### src/rtl/physics_pkg.sv
// physics_pkg: shared types and helpers for the wheel physics stages.
// Used by centre-of-mass, springs, ideal-shape and collision blocks.
package physics_pkg;

  localparam int POS_W     = 8;
  localparam int NODES_DEF = 10;

  typedef enum logic [1:0] {
    IDLE,
    ACCUM,
    DIVIDE,
    DONE
  } com_state_t;

  // Sign-extend the low w bits of v to a full 32-bit signed value.
  function automatic logic signed [31:0] sext_pos(
    input logic [31:0] v,
    input int          w
  );
    logic [31:0] sh;
    sh = v << (32 - w);
    return $signed(sh) >>> (32 - w);
  endfunction

endpackage

### src/rtl/serial_divider.sv
// serial_divider: unsigned restoring divider, one quotient bit per cycle.
// start loads the operands; done pulses when the quotient is final.
module serial_divider #(
  parameter int WIDTH = 12
) (
  input  logic             clk_in,
  input  logic             rst_in,
  input  logic             start,
  input  logic [WIDTH-1:0] dividend,
  input  logic [WIDTH-1:0] divisor,
  output logic [WIDTH-1:0] quotient,
  output logic             done
);

  localparam int CNT_W = $clog2(WIDTH + 1);

  logic [WIDTH-1:0] quo_q, quo_d;
  logic [WIDTH:0]   rem_q, rem_d;
  logic [CNT_W-1:0] cnt_q, cnt_d;
  logic             done_q, done_d;
  logic [WIDTH:0]   rem_sh;
  logic [WIDTH:0]   diff;

  // Shift in the next dividend bit and try subtracting the divisor.
  always_comb begin
    quo_d  = quo_q;
    rem_d  = rem_q;
    cnt_d  = cnt_q;
    done_d = 1'b0;
    rem_sh = {rem_q[WIDTH-1:0], quo_q[WIDTH-1]};
    diff   = rem_sh - {1'b0, divisor};
    if (start) begin
      quo_d = dividend;
      rem_d = '0;
      cnt_d = CNT_W'(WIDTH);
    end else if (cnt_q != '0) begin
      cnt_d  = cnt_q - CNT_W'(1);
      done_d = (cnt_q == CNT_W'(1));
      if (!diff[WIDTH]) begin
        rem_d = diff;
        quo_d = {quo_q[WIDTH-2:0], 1'b1};
      end else begin
        rem_d = rem_sh;
        quo_d = {quo_q[WIDTH-2:0], 1'b0};
      end
    end
  end

  // Divider state registers.
  always_ff @(posedge clk_in) begin
    if (rst_in) begin
      quo_q  <= '0;
      rem_q  <= '0;
      cnt_q  <= '0;
      done_q <= 1'b0;
    end else begin
      quo_q  <= quo_d;
      rem_q  <= rem_d;
      cnt_q  <= cnt_d;
      done_q <= done_d;
    end
  end

  assign quotient = quo_q;
  assign done     = done_q;

endmodule

### src/rtl/center_of_mass.sv
// center_of_mass: mean of all wheel node positions for the update stage.
// Snapshot, serial accumulate, then signed divide by the node count.
module center_of_mass
  import physics_pkg::*;
#(
  parameter int NUM_NODES     = NODES_DEF,
  parameter int POSITION_SIZE = POS_W
) (
  input  logic                            clk_in,
  input  logic                            rst_in,
  input  logic                            input_valid,
  input  logic signed [POSITION_SIZE-1:0] nodes [1:0][NUM_NODES],
  output logic signed [POSITION_SIZE-1:0] com_x,
  output logic signed [POSITION_SIZE-1:0] com_y,
  output logic                            busy,
  output logic                            output_valid
);

  localparam int SUM_W = POSITION_SIZE + $clog2(NUM_NODES + 1);
  localparam int IDX_W = (NUM_NODES > 1) ? $clog2(NUM_NODES) : 1;
  localparam logic [IDX_W-1:0] LAST = IDX_W'(NUM_NODES - 1);
  localparam logic [SUM_W-1:0] DIVISOR = SUM_W'(NUM_NODES);

  typedef logic signed [POSITION_SIZE-1:0] pos_t;
  typedef logic signed [SUM_W-1:0]         sum_t;

  com_state_t     state_q, state_d;
  logic [IDX_W-1:0] idx_q, idx_d;
  sum_t           sum_x_q, sum_x_d;
  sum_t           sum_y_q, sum_y_d;
  logic           neg_x_q, neg_x_d;
  logic           neg_y_q, neg_y_d;
  pos_t           com_x_q, com_x_d;
  pos_t           com_y_q, com_y_d;
  logic           ov_q, ov_d;
  pos_t           snap_x_q [NUM_NODES];
  pos_t           snap_x_d [NUM_NODES];
  pos_t           snap_y_q [NUM_NODES];
  pos_t           snap_y_d [NUM_NODES];

  logic             div_start;
  logic [SUM_W-1:0] mag_x, mag_y;
  logic [SUM_W-1:0] quo_x, quo_y;
  logic             done_x, done_y;

  // Next-state, accumulation and result registration.
  always_comb begin
    state_d   = state_q;
    idx_d     = idx_q;
    sum_x_d   = sum_x_q;
    sum_y_d   = sum_y_q;
    neg_x_d   = neg_x_q;
    neg_y_d   = neg_y_q;
    com_x_d   = com_x_q;
    com_y_d   = com_y_q;
    ov_d      = 1'b0;
    snap_x_d  = snap_x_q;
    snap_y_d  = snap_y_q;
    div_start = 1'b0;
    mag_x     = '0;
    mag_y     = '0;
    unique case (state_q)
      IDLE: begin
        if (input_valid) begin
          snap_x_d = nodes[0];
          snap_y_d = nodes[1];
          sum_x_d  = '0;
          sum_y_d  = '0;
          idx_d    = '0;
          state_d  = ACCUM;
        end
      end
      ACCUM: begin
        sum_x_d = sum_x_q + SUM_W'(sext_pos(
          32'(snap_x_q[idx_q]), POSITION_SIZE));
        sum_y_d = sum_y_q + SUM_W'(sext_pos(
          32'(snap_y_q[idx_q]), POSITION_SIZE));
        idx_d = idx_q + IDX_W'(1);
        if (idx_q == LAST) begin
          neg_x_d   = sum_x_d[SUM_W-1];
          neg_y_d   = sum_y_d[SUM_W-1];
          mag_x     = neg_x_d ? -sum_x_d : sum_x_d;
          mag_y     = neg_y_d ? -sum_y_d : sum_y_d;
          div_start = 1'b1;
          state_d   = DIVIDE;
        end
      end
      DIVIDE: begin
        if (done_x && done_y) begin
          com_x_d = POSITION_SIZE'(neg_x_q ? -quo_x : quo_x);
          com_y_d = POSITION_SIZE'(neg_y_q ? -quo_y : quo_y);
          ov_d    = 1'b1;
          state_d = DONE;
        end
      end
      DONE: begin
        state_d = IDLE;
      end
      default: begin
        state_d = IDLE;
      end
    endcase
  end

  // State registers with synchronous reset.
  always_ff @(posedge clk_in) begin
    if (rst_in) begin
      state_q  <= IDLE;
      idx_q    <= '0;
      sum_x_q  <= '0;
      sum_y_q  <= '0;
      neg_x_q  <= 1'b0;
      neg_y_q  <= 1'b0;
      com_x_q  <= '0;
      com_y_q  <= '0;
      ov_q     <= 1'b0;
      snap_x_q <= '{default: '0};
      snap_y_q <= '{default: '0};
    end else begin
      state_q  <= state_d;
      idx_q    <= idx_d;
      sum_x_q  <= sum_x_d;
      sum_y_q  <= sum_y_d;
      neg_x_q  <= neg_x_d;
      neg_y_q  <= neg_y_d;
      com_x_q  <= com_x_d;
      com_y_q  <= com_y_d;
      ov_q     <= ov_d;
      snap_x_q <= snap_x_d;
      snap_y_q <= snap_y_d;
    end
  end

  serial_divider #(.WIDTH(SUM_W)) u_div_x (
    .clk_in   (clk_in),
    .rst_in   (rst_in),
    .start    (div_start),
    .dividend (mag_x),
    .divisor  (DIVISOR),
    .quotient (quo_x),
    .done     (done_x)
  );

  serial_divider #(.WIDTH(SUM_W)) u_div_y (
    .clk_in   (clk_in),
    .rst_in   (rst_in),
    .start    (div_start),
    .dividend (mag_y),
    .divisor  (DIVISOR),
    .quotient (quo_y),
    .done     (done_y)
  );

  assign com_x        = com_x_q;
  assign com_y        = com_y_q;
  assign busy         = (state_q != IDLE);
  assign output_valid = ov_q;

endmodule

### config.mk
export PLATFORM = sky130hd
export DESIGN_NAME = center_of_mass
export DESIGN_NICKNAME = d
export VERILOG_FILES = /design/src/rtl/physics_pkg.sv /design/src/rtl/serial_divider.sv /design/src/rtl/center_of_mass.sv
export SDC_FILE = /design/constraint.sdc
export NUM_CORES = 1
export LEC_CHECK = 0
export ABC_CLOCK_PERIOD_IN_PS = 6200
export CAP_MARGIN = 20
export CORE_MARGIN = 5
export CORE_UTILIZATION = 60
export CTS_CLUSTER_SIZE = 30
export DETAILED_ROUTE_END_ITERATION = 10
export GPL_TIMING_DRIVEN = 0
export PLACE_DENSITY = 0.86
export SYNTH_ARGS = -nofsm -noshare
export SYNTH_HDL_FRONTEND = slang
export SYNTH_SLANG_ARGS = --single-unit
### constraint.sdc
create_clock -name clk_in -period 6.2 [get_ports clk_in]
set_clock_uncertainty 0.1 [all_clocks]
set_input_delay 1.24 -clock clk_in [delete_from_list [all_inputs] [get_ports clk_in]]
set_output_delay 1.24 -clock clk_in [all_outputs]
set_load 0.03 [all_outputs]
==> results.md, run 1 <==
- Status: finished clean
- Placed cells: 2052
- WP data required: 6.56 ns
- Crit-path slowest cell: a2111oi_0
- Clock buffer count from CTS: 27
- Setup crit start kind: flop
- Cells along the critical path: buf_4 -> clkbuf_1 -> clkbuf_1 -> mux4_2 -> mux2i_1 -> o22ai_1 -> ha_1 -> inv_1 -> fa_1 -> nor2b_1 -> o211ai_2 -> a21oi_2 -> o21ai_0 -> a2111oi_0 -> o21ai_0 -> a31oi_1
- Drt wl/cell: 18.3 µm
- Yosys warns: 0
- Final GP Congestion: 0.894
- Post-CTS sizing: 0
- # setup viols final: 0
- Vias/cell: 5.97
- Netlist cell types: 71
- F_max: 184 MHz
- DR iter-0 viols: 1157
- Vias post-DR: 12.5k
- Hold Path Stages: 2
- Hold buffers post-CTS: 0
- Post-CTS setup buffer count: 0
- Wirelength, routed: 38.4 mm
- Minimum setup slack among reg-to-reg paths: 0.78 ns
- #FFs+latches synth: 267
- Reg power frac: 0.341
- Die area: 25100 µm²
- Crit share post-route: 0.875
- Io pins: 181
- Syn Inst Count: 1593
- Non-Filler Instances: 2100
- Dominant synthesized flop cell: dfxtp_1
- RSZ-0062 raised after global routing: no
- CTS tree: done
- CTS root buf: clkbuf_16
- Asr flop ratio synth: 0
- Worst-Margin Slew: 0.970 ns
- Synthesized area: 13200 µm²
- Clock network fraction of design power: 0.262
- Die Width: 158 µm
- Die H: 158 µm
- Starting Density: 0.607
- Post-route setup slack: 0.776 ns
- Pin count of the biggest net entering global routing: 15
- Final Power: 6.56 mW
- Setup tns final: 0 ns
- Antenna violations before repair: 0
- Port Buf Inserts: 179
- Most frequent cell after synthesis: nand2_1
- GRT Util Overall: 0.296
- Worst r2r src: idx_q[1]
- Total congestion overflow: 0
- Worst-path clk slew: 0.06 ns
- Core area: 21800 µm²
- EDFF count, synth: 0
- Worst Setup End Kind: flop
- Final nets: 2003
- Worst skew pair latency: 0.56 ns
- Vias in the first global route: 12.3k
- Worst Path Arrival: 5.79 ns
- Layout cells sized above 1: 0.0577
- Mapped Nets: 1795
- Endpoints failing hold: 0
- Top post-synthesis cells by area: dfxtp_1, nand2_1, a21oi_1
- Worst r2r path cells: 16
- Leak: 5.99 nW
- Post-synth top cells: nand2_1, dfxtp_1, a21oi_1, nor2_1, clkbuf_1
- Dpl hpwl: 28.3 mm
- First-pass GRT wire length: 60.1 mm
- Fillcell total: 1562
- DRC: 0
- Hold Crit Class: flop to flop
- Setup WS pre-CTS: 1.08 ns
- Worst vdd ir: 231 µV
- Clock tree buffer depth: 3
- Clk sinks: 267
- Max-Cap Viols: 0
- Sequential share of the synthesized area: 0.404
- Hold slack: 0.351 ns
- R2r endpoint: u_div_y.quotient[10]
- Internal Power: 4.05 mW
- Syn_area_per_cell: 8.30 µm²
- TritonRoute pass-1 iters: 5
- Net Sw Power: 2.51 mW
- Worst Hold Path EP: snap_x_q[28]
- Rows: 54
- Synth area leader: dfxtp_1
- Share of power burned in combinational logic: 0.398
- P&R area growth vs syn: 23.4%
- Normalized max-slew margin: 0.345
- Areal power density over the cells: 403 nW/µm²
- Min-delay src: snap_x_q[28]
- Max-slew violations: 0
- Post-layout min period: 5.42 ns
- Post-route ant nets: 0
- Htree depth: 1
- Sw frac: 0.383
- Max FO, Critical Path: 10
- Top cell type's share of synthesized area: 0.404
- Crit Path Class: flop to flop
- Critical path's largest stage delay: 0.73 ns
## worst max-delay path: cells and delay by family, from the launching register on
| family | cells | cell delay (ns) |
|---|---|---|
| flops | 1 | 0.32 |
| compound gates | 7 | 2.09 |
| mux | 2 | 0.41 |
| buf+inv | 4 | 1.52 |
| simple gates | 1 | 0.21 |
| fa+ha+maj | 2 | 0.68 |
## worst max path at each step
stage,startpoint,slack (ns),endpoint
after global routing,idx_q[1],0.61,u_div_y.quotient[10]
after global placement,idx_q[1],1.14,u_div_y.quotient[10]
after CTS,idx_q[1],0.96,u_div_y.quotient[10]
after floorplan,idx_q[0],2.01,u_div_x.quotient[10]
after detailed placement,idx_q[1],1.08,u_div_y.quotient[10]
final,idx_q[1],0.78,u_div_y.quotient[10]
## final cells by class
cell class                 count  area, µm²  area share
antenna                        1       2.50    0.000153
buffer                       114        470      0.0289
clock buffer                  37        803      0.0493
clock inverter                10        140     0.00859
inverter                      32        120     0.00737
multi-input combinational   1180       7280       0.447
sequential                   267       5350       0.328
tap                          280        350      0.0215
timing repair buffer         179       1790       0.110
## through the flow
stage	instance area [µm²]	util
after floorplan	13200	-
after global placement	15400	0.706
after detailed placement	15400	0.706
after CTS	16300	0.749
after global routing	16300	0.749
final	16300	0.749
## cell families after synthesis
| family | count (synthesis) | share of synthesized area |
|---|---|---|
| mux | 84 | 0.0901 |
| compound gates | 383 | 0.183 |
| buf+inv | 146 | 0.0447 |
| xor+xnor | 56 | 0.0397 |
| fa+ha+maj | 39 | 0.0381 |
| flops | 267 | 0.404 |
| simple gates | 618 | 0.200 |
## routing by layer
layer | vias up | share of wire | track usage
li1 | 5968 | - | -
met1 | 5831 | 0.39 | 0.360
met2 | 612 | 0.49 | 0.524
met3 | 121 | 0.081 | 0.0497
met4 | 0 | 0.039 | 0.115
met5 | - | 0 | 0
## registers in the layout, summed over array words and instances, names as in the netlist
name and flops:
idx_q 4, com_y 8, u_div_y.quotient 12, snap_x_q 80, neg_y_q 1, output_valid 1
com_x 8, sum_x_q 12, neg_x_q 1, sum_y_q 12, u_div_x.rem_q 12, snap_y_q 80
u_div_x.done 1, u_div_x.cnt_q 4, u_div_x.quotient 12, u_div_y.done 1, state_q 2, u_div_y.rem_q 12
u_div_y.cnt_q 4
## layout by cell type (no fill, tap or decap), drive strengths merged, types with 8 or more instances in the layout
cell type / instances
nor2b: 11
a211oi: 42
or4: 12
or3: 10
buf: 17
mux2i: 56
o21ai: 17
nand2: 393
clkdlybuf4s50: 179
a21oi: 196
inv: 33
xor2: 23
mux4: 28
a22oi: 25
o22ai: 13
dfxtp: 267
and3: 8
clkbuf: 134
ha: 37
nor3: 18
xnor2: 33
nand2b: 10
o211ai: 25
o21a: 8
nor2: 112
## power groups by stage
| stage | logic, mW | registers (mW) | clock network (mW) |
|---|---|---|---|
| 2_1_floorplan | 1.88 | 2.20 | 0 |
| 3_3_place_gp | 2.46 | 2.24 | 0 |
| 3_5_place_dp | 2.53 | 2.26 | 0 |
| 4_1_cts | 2.57 | 2.23 | 1.72 |
| 5_1_grt | 2.86 | 2.27 | 1.79 |
| 6_report | 2.61 | 2.24 | 1.72 |
(Power assumes the default switching activity.)
==> run 2: changes to the inputs <==
--- a/config.mk
+++ b/config.mk
@@ -16,3 +16,4 @@
 export SYNTH_ARGS = -nofsm -noshare
 export SYNTH_HDL_FRONTEND = slang
 export SYNTH_SLANG_ARGS = --single-unit
+export TNS_END_PERCENT = 30
==> results of run 2 <==
No change in the layout: final DEF, timing and power equal those of run 1.
==> run 3: changes to the inputs <==
--- a/config.mk
+++ b/config.mk
@@ -13,6 +13,7 @@
 export DETAILED_ROUTE_END_ITERATION = 10
 export GPL_TIMING_DRIVEN = 0
 export PLACE_DENSITY = 0.86
+export REMOVE_ABC_BUFFERS = 1
 export SYNTH_ARGS = -nofsm -noshare
 export SYNTH_HDL_FRONTEND = slang
 export SYNTH_SLANG_ARGS = --single-unit
==> run 3 against run 2 <==
Effect of this change: die area unchanged; count of clock-buffer cells in the layout is 1 lower; worst setup slack better by 0.44 ns; sequential cell count unchanged; final area shrank 0.96%; final cell count is 4.8% lower; critical endpoint is now u_div_x.quotient[4].
==> results.md, run 3 (synthesis results as in run 1) <==
- GRT Util Overall: 0.254
- Minimum setup slack among reg-to-reg paths: 1.21 ns
- TritonRoute pass-1 iters: 5
- Cells along the critical path: or3b_1 -> o22ai_1 -> ha_1 -> a21o_1 -> a211o_1 -> a31oi_1 -> o21ai_1 -> xnor2_1 -> o21ai_0 -> a311oi_1
- Clock tree buffer depth: 3
- Clock buffer count from CTS: 28
- RSZ-0062 raised after global routing: no
- Endpoints failing hold: 0
- Placed cells: 1949
- CTS root buf: clkbuf_16
- Worst Path Arrival: 5.33 ns
- Post-CTS setup buffer count: 0
- Setup crit start kind: flop
- Areal power density over the cells: 401 nW/µm²
- Core area: 21800 µm²
- Crit Path Class: flop to flop
- Die area: 25100 µm²
- Rows: 54
- Vias post-DR: 11.8k
- Worst-path clk slew: 0.06 ns
- Io pins: 181
- Wirelength, routed: 33.0 mm
- Pin count of the biggest net entering global routing: 152
- Crit-path slowest cell: xnor2_1
- Crit share post-route: 0.804
- Number of diodes: 0
- Antenna violations before repair: 0
- Largest registers: snap_x_q x80, snap_y_q x80
- Vias in the first global route: 11.0k
- Max-Cap Viols: 0
- Hold slack: 0.351 ns
- Commonest non-fill, non-tap cell in the layout: nand2_1
- First-pass GRT wire length: 53.3 mm
- Worst Hold Path EP: snap_y_q[53]
- Worst r2r path cells: 10
- WP data required: 6.54 ns
- Post-route setup slack: 1.21 ns
- Worst skew pair latency: 0.57 ns
- Drt wl/cell: 16.5 µm
- Worst Setup End Kind: flop
- Hold buffers post-CTS: 0
- Most frequent cells in the layout: nand2_1, dfxtp_1, a21oi_1
- Die H: 158 µm
- Die Width: 158 µm
- CTS tree: done
- Worst vdd ir: 260 µV
- Max FO, Critical Path: 19
- Starting Density: 0.607
- P&R area growth vs syn: 22.2%
- Max-slew violations: 0
- Post-route ant nets: 0
- Non-Filler Instances: 1999
- Worst-Margin Slew: 1.10 ns
- Worst r2r src: idx_q[3]
- Post-CTS sizing: 0
- Hold Crit Class: flop to flop
- Min-delay src: snap_y_q[53]
- Post-layout util: 0.742
- Dpl hpwl: 21.9 mm
- # setup viols final: 0
- Normalized max-slew margin: 0.261
- Leak: 5.94 nW
- F_max: 201 MHz
- Layout cells sized above 1: 0.0634
- Htree depth: 1
- DR iter-0 viols: 987
- Status: finished clean
- Final nets: 1901
- Post-layout min period: 4.99 ns
- Vias/cell: 5.90
- Final GP Congestion: 0.881
- Hold Path Stages: 2
- Critical path's largest stage delay: 0.90 ns
- DRC: 0
- R2r endpoint: u_div_x.quotient[4]
- Port Buf Inserts: 180
- Total congestion overflow: 0
- Setup WS pre-CTS: 1.32 ns
- Clk sinks: 267
run 3: changes by cell type in the layout (fill, tap and decap cells not counted), sizes merged:
cell | before | now
inv | 33 | 32
clkbuf | 134 | 36
diode | 1 | 0
buf | 17 | 11
bufinv | 3 | 5
clkinv | 6 | 9
run 3: cell type report:
type,count,area [µm²]
multi-input combinational,1180,7290
fill,1580,5610
sequential,267,5350
timing repair buffer,190,2020
clock buffer,36,791
tap,280,350
clock inverter,14,220
inverter,32,120
run 3: per-stage QoR:
stage / area (µm²) / setup TNS [ns] / power [mW]
2_1_floorplan: 12700 / 0 / 4.03
3_3_place_gp: 14900 / -513.71 / 4.61
3_5_place_dp: 15100 / 0 / 4.66
4_1_cts: 16100 / 0 / 6.48
5_1_grt: 16100 / 0 / 6.87
6_report: 16100 / 0 / 6.48
run 3: critical path: cells and delay by family, from the launching register on:
| kind | cells | cell delay [ns] |
|---|---|---|
| adders and majority gates | 1 | 0.37 |
| AOI/OAI and AO/OA | 7 | 1.84 |
| and+or+nand+nor | 1 | 0.77 |
| DFF | 1 | 0.87 |
| xor gates and xnor gates | 1 | 0.90 |
run 3: metal layers:
| metal | track usage | vias to the layer above | wire (µm) |
|---|---|---|---|
| li1 | - | 5760 | - |
| met1 | 0.344 | 5551 | 14100 |
| met2 | 0.418 | 429 | 15300 |
| met3 | 0.0546 | 62 | 2820 |
| met4 | 0.0617 | 0 | 743 |
| met5 | 0 | - | 0 |
run 3: worst max-delay path by stage:
stage	from	endpoint	slack, ns	cells after the start
after global placement	rst_in	u_div_y.quotient[8]	-3.85	4
after CTS	idx_q[3]	u_div_x.quotient[4]	1.28	10
after detailed placement	idx_q[3]	u_div_x.quotient[4]	1.32	10
after floorplan	input_valid	sum_y_q[11]	0.41	4
after global routing	idx_q[0]	u_div_x.quotient[4]	0.94	13
final	idx_q[3]	u_div_x.quotient[4]	1.21	10
run 3: power by group:
part / leakage, nW / switching, mW / total, mW / internal [mW]
logic: 3.25 / 1.44 / 2.43 / 0.987
registers: 2.19 / 0.230 / 2.25 / 2.03
clock network: 0.504 / 0.692 / 1.80 / 1.11
total: 5.94 / 2.36 / 6.48 / 4.12
